File: config.mk
export PLATFORM = sky130hd
export DESIGN_NAME = caliptra_prim_gf_inv
export DESIGN_NICKNAME = d
export VERILOG_FILES = /design/src/rtl/caliptra_prim_gf_pkg.sv /design/src/rtl/caliptra_prim_gf_mult.sv /design/src/rtl/caliptra_prim_gf_inv.sv
export SDC_FILE = /design/constraint.sdc
export NUM_CORES = 1
export LEC_CHECK = 0
export ABC_AREA = 1
export CAP_MARGIN = 10
export CELL_PAD_IN_SITES_DETAIL_PLACEMENT = 1
export CELL_PAD_IN_SITES_GLOBAL_PLACEMENT = 2
export CORE_MARGIN = 4
export CORE_UTILIZATION = 37
export CTS_CLUSTER_SIZE = 16
export DETAILED_ROUTE_END_ITERATION = 10
export PLACE_DENSITY = 0.95
export SLEW_MARGIN = 10
export SYNTH_ARGS = -nofsm -noshare
export SYNTH_HDL_FRONTEND = slang
export SYNTH_SLANG_ARGS = --single-unit
export TNS_END_PERCENT = 50
File: constraint.sdc
create_clock -name clk_i -period 5.5 [get_ports clk_i]
set_input_delay 0.55 -clock clk_i [delete_from_list [all_inputs] [get_ports clk_i]]
set_output_delay 0.55 -clock clk_i [all_outputs]
set_load 0.1 [all_outputs]
File: src/rtl/caliptra_prim_gf_pkg.sv
// Shared GF(2^Width) definitions for the multiplier and the inverter.
// Holds the default reduction polynomial and the inverter state type.
package caliptra_prim_gf_pkg;

  // x^32 + x^15 + x^9 + x^7 + x^4 + x^3 + 1, leading term implied.
  localparam logic [31:0] GfIPolyDefault = 32'h0000_8299;

  typedef enum logic [1:0] {
    IDLE = 2'd0,
    BUSY = 2'd1,
    DONE = 2'd2
  } gf_inv_state_e;

endpackage

File: src/rtl/caliptra_prim_gf_mult.sv
// GF(2^Width) multiplier, Horner-style, processing StagesPerCycle bits of operand_b per cycle.
// With StagesPerCycle == Width the product is purely combinational and ack_o follows req_i.
module caliptra_prim_gf_mult
  import caliptra_prim_gf_pkg::*;
#(
  parameter int unsigned      Width          = 32,
  parameter int unsigned      StagesPerCycle = Width,
  parameter logic [Width-1:0] IPoly          = Width'(GfIPolyDefault)
) (
  input  logic             clk_i,
  input  logic             rst_ni,
  input  logic             req_i,
  input  logic [Width-1:0] operand_a_i,
  input  logic [Width-1:0] operand_b_i,
  output logic             ack_o,
  output logic [Width-1:0] prod_o
);

  function automatic logic [Width-1:0] gf_xtime(logic [Width-1:0] v);
    return v[Width-1] ? ((v << 1) ^ IPoly) : (v << 1);
  endfunction

  if (StagesPerCycle == Width) begin : gen_comb
    logic             unused_clk_rst;
    logic [Width-1:0] b_win;
    logic [Width-1:0] part;

    assign unused_clk_rst = clk_i ^ rst_ni;

    always_comb begin
      b_win = operand_b_i;
      part  = '0;
      for (int s = 0; s < int'(Width); s++) begin
        part  = gf_xtime(part) ^ (b_win[Width-1] ? operand_a_i : '0);
        b_win = b_win << 1;
      end
    end

    assign prod_o = part;
    assign ack_o  = req_i;

  end else begin : gen_iter
    localparam int unsigned    Loops   = Width / StagesPerCycle;
    localparam int unsigned    CntW    = (Loops > 1) ? $clog2(Loops) : 1;
    localparam logic [CntW-1:0] LastCnt = CntW'(Loops - 1);

    logic [CntW-1:0]  cnt_q, cnt_d;
    logic [Width-1:0] part_q, part_d;
    logic [Width-1:0] b_win;

    always_comb begin
      // Window the next StagesPerCycle bits of operand_b into the MSB positions.
      b_win  = operand_b_i << (32'(cnt_q) * StagesPerCycle);
      part_d = (cnt_q == '0) ? '0 : part_q;
      for (int s = 0; s < int'(StagesPerCycle); s++) begin
        part_d = gf_xtime(part_d) ^ (b_win[Width-1] ? operand_a_i : '0);
        b_win  = b_win << 1;
      end
    end

    assign ack_o  = req_i && (cnt_q == LastCnt);
    assign prod_o = part_d;

    always_comb begin
      cnt_d = cnt_q;
      if (req_i) begin
        cnt_d = ack_o ? '0 : cnt_q + CntW'(1);
      end
    end

    always_ff @(posedge clk_i or negedge rst_ni) begin
      if (!rst_ni) begin
        cnt_q  <= '0;
        part_q <= '0;
      end else if (req_i) begin
        cnt_q  <= cnt_d;
        part_q <= part_d;
      end
    end
  end

endmodule

File: src/rtl/caliptra_prim_gf_inv.sv
// Sequential GF(2^Width) inverter: computes a^(2^Width-2) by square-and-accumulate,
// one iteration per cycle, behind an operand-in / result-out valid/ready handshake.
module caliptra_prim_gf_inv
  import caliptra_prim_gf_pkg::*;
#(
  parameter int unsigned      Width = 32,
  parameter logic [Width-1:0] IPoly = Width'(GfIPolyDefault)
) (
  input  logic             clk_i,
  input  logic             rst_i,
  input  logic             in_valid_i,
  output logic             in_ready_o,
  input  logic [Width-1:0] operand_i,
  output logic             out_valid_o,
  input  logic             out_ready_i,
  output logic [Width-1:0] inv_o,
  output logic             zero_o,
  output logic             busy_o
);

  localparam int unsigned     CntW    = $clog2(Width);
  localparam logic [CntW-1:0] LastCnt = CntW'(Width - 1);

  gf_inv_state_e    state_q, state_d;
  logic [Width-1:0] sq_q, sq_d;
  logic [Width-1:0] acc_q, acc_d;
  logic [CntW-1:0]  cnt_q, cnt_d;
  logic             zero_q, zero_d;

  logic [Width-1:0] sq_prod;
  logic [Width-1:0] acc_prod;
  logic             ack_sq;
  logic             ack_acc;
  logic             unused_ack;

  assign unused_ack = ack_sq ^ ack_acc;

  caliptra_prim_gf_mult #(
    .Width          (Width),
    .StagesPerCycle (Width),
    .IPoly          (IPoly)
  ) u_mult_sq (
    .clk_i       (clk_i),
    .rst_ni      (1'b1),
    .req_i       (1'b1),
    .operand_a_i (sq_q),
    .operand_b_i (sq_q),
    .ack_o       (ack_sq),
    .prod_o      (sq_prod)
  );

  caliptra_prim_gf_mult #(
    .Width          (Width),
    .StagesPerCycle (Width),
    .IPoly          (IPoly)
  ) u_mult_acc (
    .clk_i       (clk_i),
    .rst_ni      (1'b1),
    .req_i       (1'b1),
    .operand_a_i (acc_q),
    .operand_b_i (sq_q),
    .ack_o       (ack_acc),
    .prod_o      (acc_prod)
  );

  always_comb begin
    state_d = state_q;
    sq_d    = sq_q;
    acc_d   = acc_q;
    cnt_d   = cnt_q;
    zero_d  = zero_q;
    unique case (state_q)
      IDLE: begin
        if (in_valid_i) begin
          state_d = BUSY;
          sq_d    = operand_i;
          acc_d   = Width'(1);
          cnt_d   = '0;
          zero_d  = (operand_i == '0);
        end
      end
      BUSY: begin
        sq_d = sq_prod;
        // The first iteration only squares; a^1 is not part of the exponent.
        if (cnt_q != '0) begin
          acc_d = acc_prod;
        end
        if (cnt_q == LastCnt) begin
          state_d = DONE;
        end else begin
          cnt_d = cnt_q + CntW'(1);
        end
      end
      DONE: begin
        if (out_ready_i) begin
          state_d = IDLE;
        end
      end
      default: state_d = IDLE;
    endcase
  end

  always_ff @(posedge clk_i) begin
    if (rst_i) begin
      state_q <= IDLE;
      sq_q    <= '0;
      acc_q   <= '0;
      cnt_q   <= '0;
      zero_q  <= 1'b0;
    end else begin
      state_q <= state_d;
      sq_q    <= sq_d;
      acc_q   <= acc_d;
      cnt_q   <= cnt_d;
      zero_q  <= zero_d;
    end
  end

  assign in_ready_o  = (state_q == IDLE);
  assign busy_o      = (state_q == BUSY);
  assign out_valid_o = (state_q == DONE);
  assign inv_o       = out_valid_o ? acc_q : '0;
  assign zero_o      = out_valid_o & zero_q;

endmodule

## Word-level counts from Yosys, hierarchy flattened

Cells that the tools add are included.
W data, S select, Z words.

| storage, ports and cells | value |
|---|---|
| bits of input ports | 36 |
| register bits | 72 |

| operators by class | value |
|---|---|
| $add $sub $neg | 1 |
| muxes and demuxes | 139 |
| reductions and logical operators | 9 |
| eq/ne operators | 8 |
| bitwise logic cells | 125 |

Operators by type and width:

| kind | number |
|---|---|
| $mux W32 | 68 |
| $xor A32 B32 Y32 | 62 |
| $mux W16 | 62 |
| $not A6 Y6 | 62 |
| $pmux W32 S2 | 2 |
| $logic_not A32 Y1 | 1 |
| $mux W5 | 2 |
| $pmux W5 S2 | 1 |
| $reduce_and A3 Y1 | 3 |
| $mux W2 | 3 |
| $ne A2 B1 Y1 const B | 3 |
| $pmux W2 S3 | 1 |
| $add A5 B1 Y5 const B | 1 |
| $eq A5 B5 Y1 const B | 1 |
| $reduce_bool A5 Y1 | 1 |
| $ne A2 B2 Y1 const B | 2 |
| $reduce_and A2 Y1 | 2 |
| $eq A2 B1 Y1 const B | 1 |
| $eq A2 B2 Y1 const B | 1 |
| $logic_not A2 Y1 | 1 |
| $reduce_bool A2 Y1 | 1 |
| $and A1 B1 Y1 | 1 |

## Longest topological paths before layout

| depth | value |
|---|---|
| depth in word-level cells | 96 |
| depth in mapped cells | 30 |
| gate-level depth less buffers | 28 |

## Cells and area by module

A second synthesis with hierarchy kept.

| second synthesis, totals | value |
|---|---|
| cell total of the unflattened synthesis | 7,644 |
| area total of the unflattened synthesis | 41,131.9 um^2 |

Modules (own cells, without submodules):

| module | cells each | area an instance (um^2) | sequential area each (um^2) | times used |
|---|---|---|---|---|
| caliptra_prim_gf_mult | 3,583 | 18,929.4 | 0.0 | 2 |
| caliptra_prim_gf_inv | 478 | 3,273.1 | 1,441.4 | 1 |

## Least setup slack after synthesis

Ideal clock, no wire load.

| timing | value |
|---|---|
| path type | reg-to-output |
| from | reg acc_q[5] |
| to | out inv_o[5] |
| buffers on the path | 4 |
| arrival time | 2,644 ps |
| path slack | 2,306 ps |
| stages on the path, launching flop included | 7 |
| cell sequence | dfxtp_1 clkbuf_1 clkbuf_1 clkbuf_1 buf_2 inv_1 nor2_1 |

| on the way | value |
|---|---|
| longest elaborated chain between the ends | 1 |

RTL lines:

| what | RTL line | RTL |
|---|---|---|
| start, declared | caliptra_prim_gf_inv.sv:26 | `logic [Width-1:0] acc_q, acc_d;` |
| start signal, assigned | caliptra_prim_gf_inv.sv:107 | `acc_q <= '0;` |
| start signal, assigned | caliptra_prim_gf_inv.sv:113 | `acc_q <= acc_d;` |
| $mux W32 | caliptra_prim_gf_inv.sv:122 | `assign inv_o = out_valid_o ? acc_q : '0;` |
| end, declared | caliptra_prim_gf_inv.sv:16 | `output logic [Width-1:0] inv_o,` |

No other way between the ends.

## Final worst setup path

| timing | value |
|---|---|
| from | reg sq_q[7] |
| to | reg acc_q[9] |

| on the way | value |
|---|---|
| longest elaborated chain between the ends | 22 |

RTL lines:

| what | RTL line | RTL |
|---|---|---|
| start, declared | caliptra_prim_gf_inv.sv:25 | `logic [Width-1:0] sq_q, sq_d;` |
| start signal, assigned | caliptra_prim_gf_inv.sv:112 | `sq_q <= sq_d;` |
| $mux W32 (*) | caliptra_prim_gf_mult.sv:34 | `part = gf_xtime(part) ^ (b_win[Width-1] ? operand_a_i : '0);` |
| $xor A32 B32 Y32 (*) | caliptra_prim_gf_mult.sv:34 |  |
| $not A6 Y6 (no source line) | n/a |  |
| $mux W16 | caliptra_prim_gf_mult.sv:20 | `return v[Width-1] ? ((v << 1) ^ IPoly) : (v << 1);` |
| $xor A32 B32 Y32 (*) | caliptra_prim_gf_mult.sv:34 |  |
| $not A6 Y6 (no source line) | n/a |  |
| $mux W16 | caliptra_prim_gf_mult.sv:20 |  |
| $xor A32 B32 Y32 (*) | caliptra_prim_gf_mult.sv:34 |  |
| [... 6 more ...] | n/a |  |
| $xor A32 B32 Y32 (*) | caliptra_prim_gf_mult.sv:34 |  |
| $mux W16 | caliptra_prim_gf_mult.sv:20 |  |
| $xor A32 B32 Y32 (*) | caliptra_prim_gf_mult.sv:34 |  |
| $not A6 Y6 (no source line) | n/a |  |
| $mux W16 (*) | caliptra_prim_gf_mult.sv:20 |  |
| $xor A32 B32 Y32 (*) | caliptra_prim_gf_mult.sv:34 |  |
| $mux W32 (*) | caliptra_prim_gf_inv.sv:85 | `if (cnt_q != '0) begin` |
| $pmux W32 S2 (*) | caliptra_prim_gf_inv.sv:72 | `unique case (state_q)` |

Every way passes the cells marked *; elsewhere a longest branch is shown, timed or not. The select of a mux whose other input is x is not followed.
A chain may end at the register's enable or synchronous reset.

==> results.json <==
{
  "cp-start-kind": "flop",
  "synthesized_netlist_net_count": 4365,
  "number_of_buffers_added_to_fix_hold_violations_after_cts": 0,
  "first_global_vias": 27100,
  "drt-vias-per-instance": 5.35,
  "tns_ns": 0,
  "grt_start_max_net_pins": 66,
  "final_skew_ns": 0.0242,
  "drc_errors": 0,
  "fin_crit_sh": 0.696,
  "synth.avg_cell_area_sq_um": 5.53,
  "finalMaxSlewViolations": 0,
  "tritoncts": "done",
  "compound_gate_fraction_of_synth_area": 0.0320,
  "max_cap_violations": 0,
  "rsz0062_at_grt": "false",
  "worst_path_largest_cell_delay_ns": 1.00,
  "core_region_area_sq_um": 63500,
  "synth-edff-count": 0,
  "worstSetupEndpointType": "flop",
  "maxClockFrequency_ghz": 0.261,
  "critical_path_required_ns": 5.83,
  "period_minus_slack_ns": 3.83,
  "max-clock-path-buffers": 2,
  "p_leak_nw": 10.9,
  "hold_path.class": "flop to flop",
  "finalHoldViolations": 0,
  "drive_gt1_frac": 0.0608,
  "cell_taking_the_most_area_after_synthesis": "sky130_fd_sc_hd__nand2_1",
  "postCtsResizedCells": 0,
  "crit_top_cell": "sky130_fd_sc_hd__nand2_1",
  "global_route_wire_length_before_repair_microns": 163000,
  "ys_top_cells_by_area": "sky130_fd_sc_hd__nand2_1, sky130_fd_sc_hd__xnor2_1, sky130_fd_sc_hd__xor2_1",
  "critPathKind": "flop to flop",
  "status": "completed",
  "detail_route.first_pass.iterations": 5,
  "synth_simple_gate_area_share": 0.429,
  "port_buffers": 71,
  "synth_fa_ha_area_frac": 0.00157,
  "globalplace.congestion": 0.975,
  "final_core_util": 0.402,
  "clkTransAtPathRegs_ns": 0.08,
  "finish.net_count": 4275,
  "hpwlAfterDp_microns": 78500,
  "ys_dominant_reg_cell": "sky130_fd_sc_hd__dfxtp_1",
  "area_delta_synth_final_pct": 6.68,
  "ys_seq_elements": 72,
  "post-cts-setup-buffers": 0,
  "pwr_density_cell_nw_per_um2": 667,
  "ioPinCount": 72,
  "avgRoutedWirePerCell_microns": 21.4,
  "total_detailed_routing_wirelength_microns": 109000,
  "slowest_library_cell_on_the_worst_path": "sky130_fd_sc_hd__dfxtp_1",
  "max_slew.worst_pin.slew_ns": 1.12,
  "synth.yosys.warnings": 0,
  "tritoncts_num_sinks": 72,
  "cts_root_buf": "sky130_fd_sc_hd__clkbuf_16",
  "synth_top_area_frac": 0.320,
  "finalSetupViolations": 0,
  "synth_xor_xnor_area_share": 0.358,
  "most_common_cell_after_layout_fill_and_taps_aside": "sky130_fd_sc_hd__nand2_1",
  "worst_slew_margin_rel": 0.254,
  "die_area_sq_um": 68800,
  "antennaDiodeCount": 0,
  "die_h_microns": 262,
  "crit_arrival_ns": 4.16,
  "setup_ws_ns": 1.67,
  "chipWidth_microns": 262,
  "floorplan.rows": 92,
  "yosysSeqAreaShare": 0.0602,
  "grt_util_all_layers": 0.304,
  "syn_inst": 4326,
  "cts_max_level": 3,
  "asyncSetResetFlopFracSynth": 0,
  "dr_total_vias": 27200,
  "ff2ff_setup_slack_ns": 1.67,
  "worst_supply_voltage_drop_on_vdd_v": 0.000347,
  "synth.distinct_cells": 43,
  "most-common-layout-cells": "sky130_fd_sc_hd__nand2_1, sky130_fd_sc_hd__xnor2_1, sky130_fd_sc_hd__xor2_1",
  "whs_ns": 0.480,
  "post-place-ws_ns": 1.76,
  "antenna_found_initial": 1,
  "timing.critical_path.fanout_max": 12,
  "drt_first_iter_violations": 2464,
  "tritoncts.num_buffers": 9,
  "clk-insertion-delay-late_ns": 0.40,
  "gr-total-overflow": 0,
  "synth_mux_area_frac": 0,
  "syn_area_sq_um": 23900,
  "detail-route-antenna-nets": 0,
  "synth_top_family_by_area": "simple AND/OR/NAND/NOR gates",
  "initial_core_util": 0.377,
  "nFillCells": 8981
}
[routing by layer]
| layer | wire, microns | part of all wire | global-route usage | up-vias |
|---|---|---|---|---|
| met1 | 45300 | 0.42 | 0.392 | 13100 |
| met3 | 8660 | 0.080 | 0.0362 | 282 |
| met4 | 5550 | 0.051 | 0.134 | 0 |
| met5 | 0 | 0 | 0 | - |
| li1 | - | - | - | 12700 |
| met2 | 49400 | 0.45 | 0.510 | 1073 |
[state kept, by name, summed over array words and instances (netlist names)]
name     flops
zero_q       1
cnt_q        5
sq_q        32
acc_q       32
state_q      2
[critical path: cells and delay by family, from the launching register on]
family,cells,cell delay [ns]
buffers and inverters,4,0.54
flip-flops,1,1.00
AO/OA/AOI/OAI,1,0.14
XOR/XNOR,1,0.17
AND/OR/NAND/NOR,19,1.88
[through the flow]
step | instance area [sq um] | cells | power [mW]
final | 25500 | 5087 | 17.0
after global routing | 25500 | 5087 | 18.5
after CTS | 25500 | 5087 | 16.8
after detailed placement | 25200 | 5071 | 16.0
after global placement | 25200 | 5071 | 15.5
after floorplan | 23900 | 4326 | 11.6
[kinds of logic after synthesis]
kind of cell    after synthesis
compound gates              143
simple gates               2514
xor+xnor                    953
fa+ha+maj                     3
buf+inv                     641
flops                        72
[Yosys cell counts (all sizes together) (4+ instances only)]
cell	n
or2	20
xnor2	502
xor2	445
inv	348
nand2b	6
a21o	5
nor2	73
a21oi	79
dfxtp	72
nor4	6
xnor3	6
nand3	248
a31oi	4
nand3b	63
nand4	22
buf	221
nand2	2074
o21ai	46
clkbuf	69
[final timing paths]
kind	start	to	depth (start not counted)
worst max-delay path	sq_q[7]	acc_q[9]	25
worst min-delay path	zero_q	zero_q	2
worst max register to register	sq_q[7]	acc_q[9]	25
worst min register to register	zero_q	zero_q	2
[layout make-up]
class / count / area (sq um) / area share
well taps: 846 / 1060 / 0.0415
clock inverters: 7 / 103 / 0.00402
inverters: 351 / 1320 / 0.0516
multi-input cells: 3613 / 19700 / 0.770
flip-flops and latches: 72 / 1500 / 0.0587
repair buffers: 189 / 1670 / 0.0653
clock buffers: 9 / 225 / 0.00882
[power breakdown]
group	total, mW	switching, mW	internal [mW]
Sequential	1.59	0.937	0.657
Clock	0.739	0.334	0.405
Combinational	14.7	9.86	4.83
Note: power is estimated with default switching activity, not from simulation.
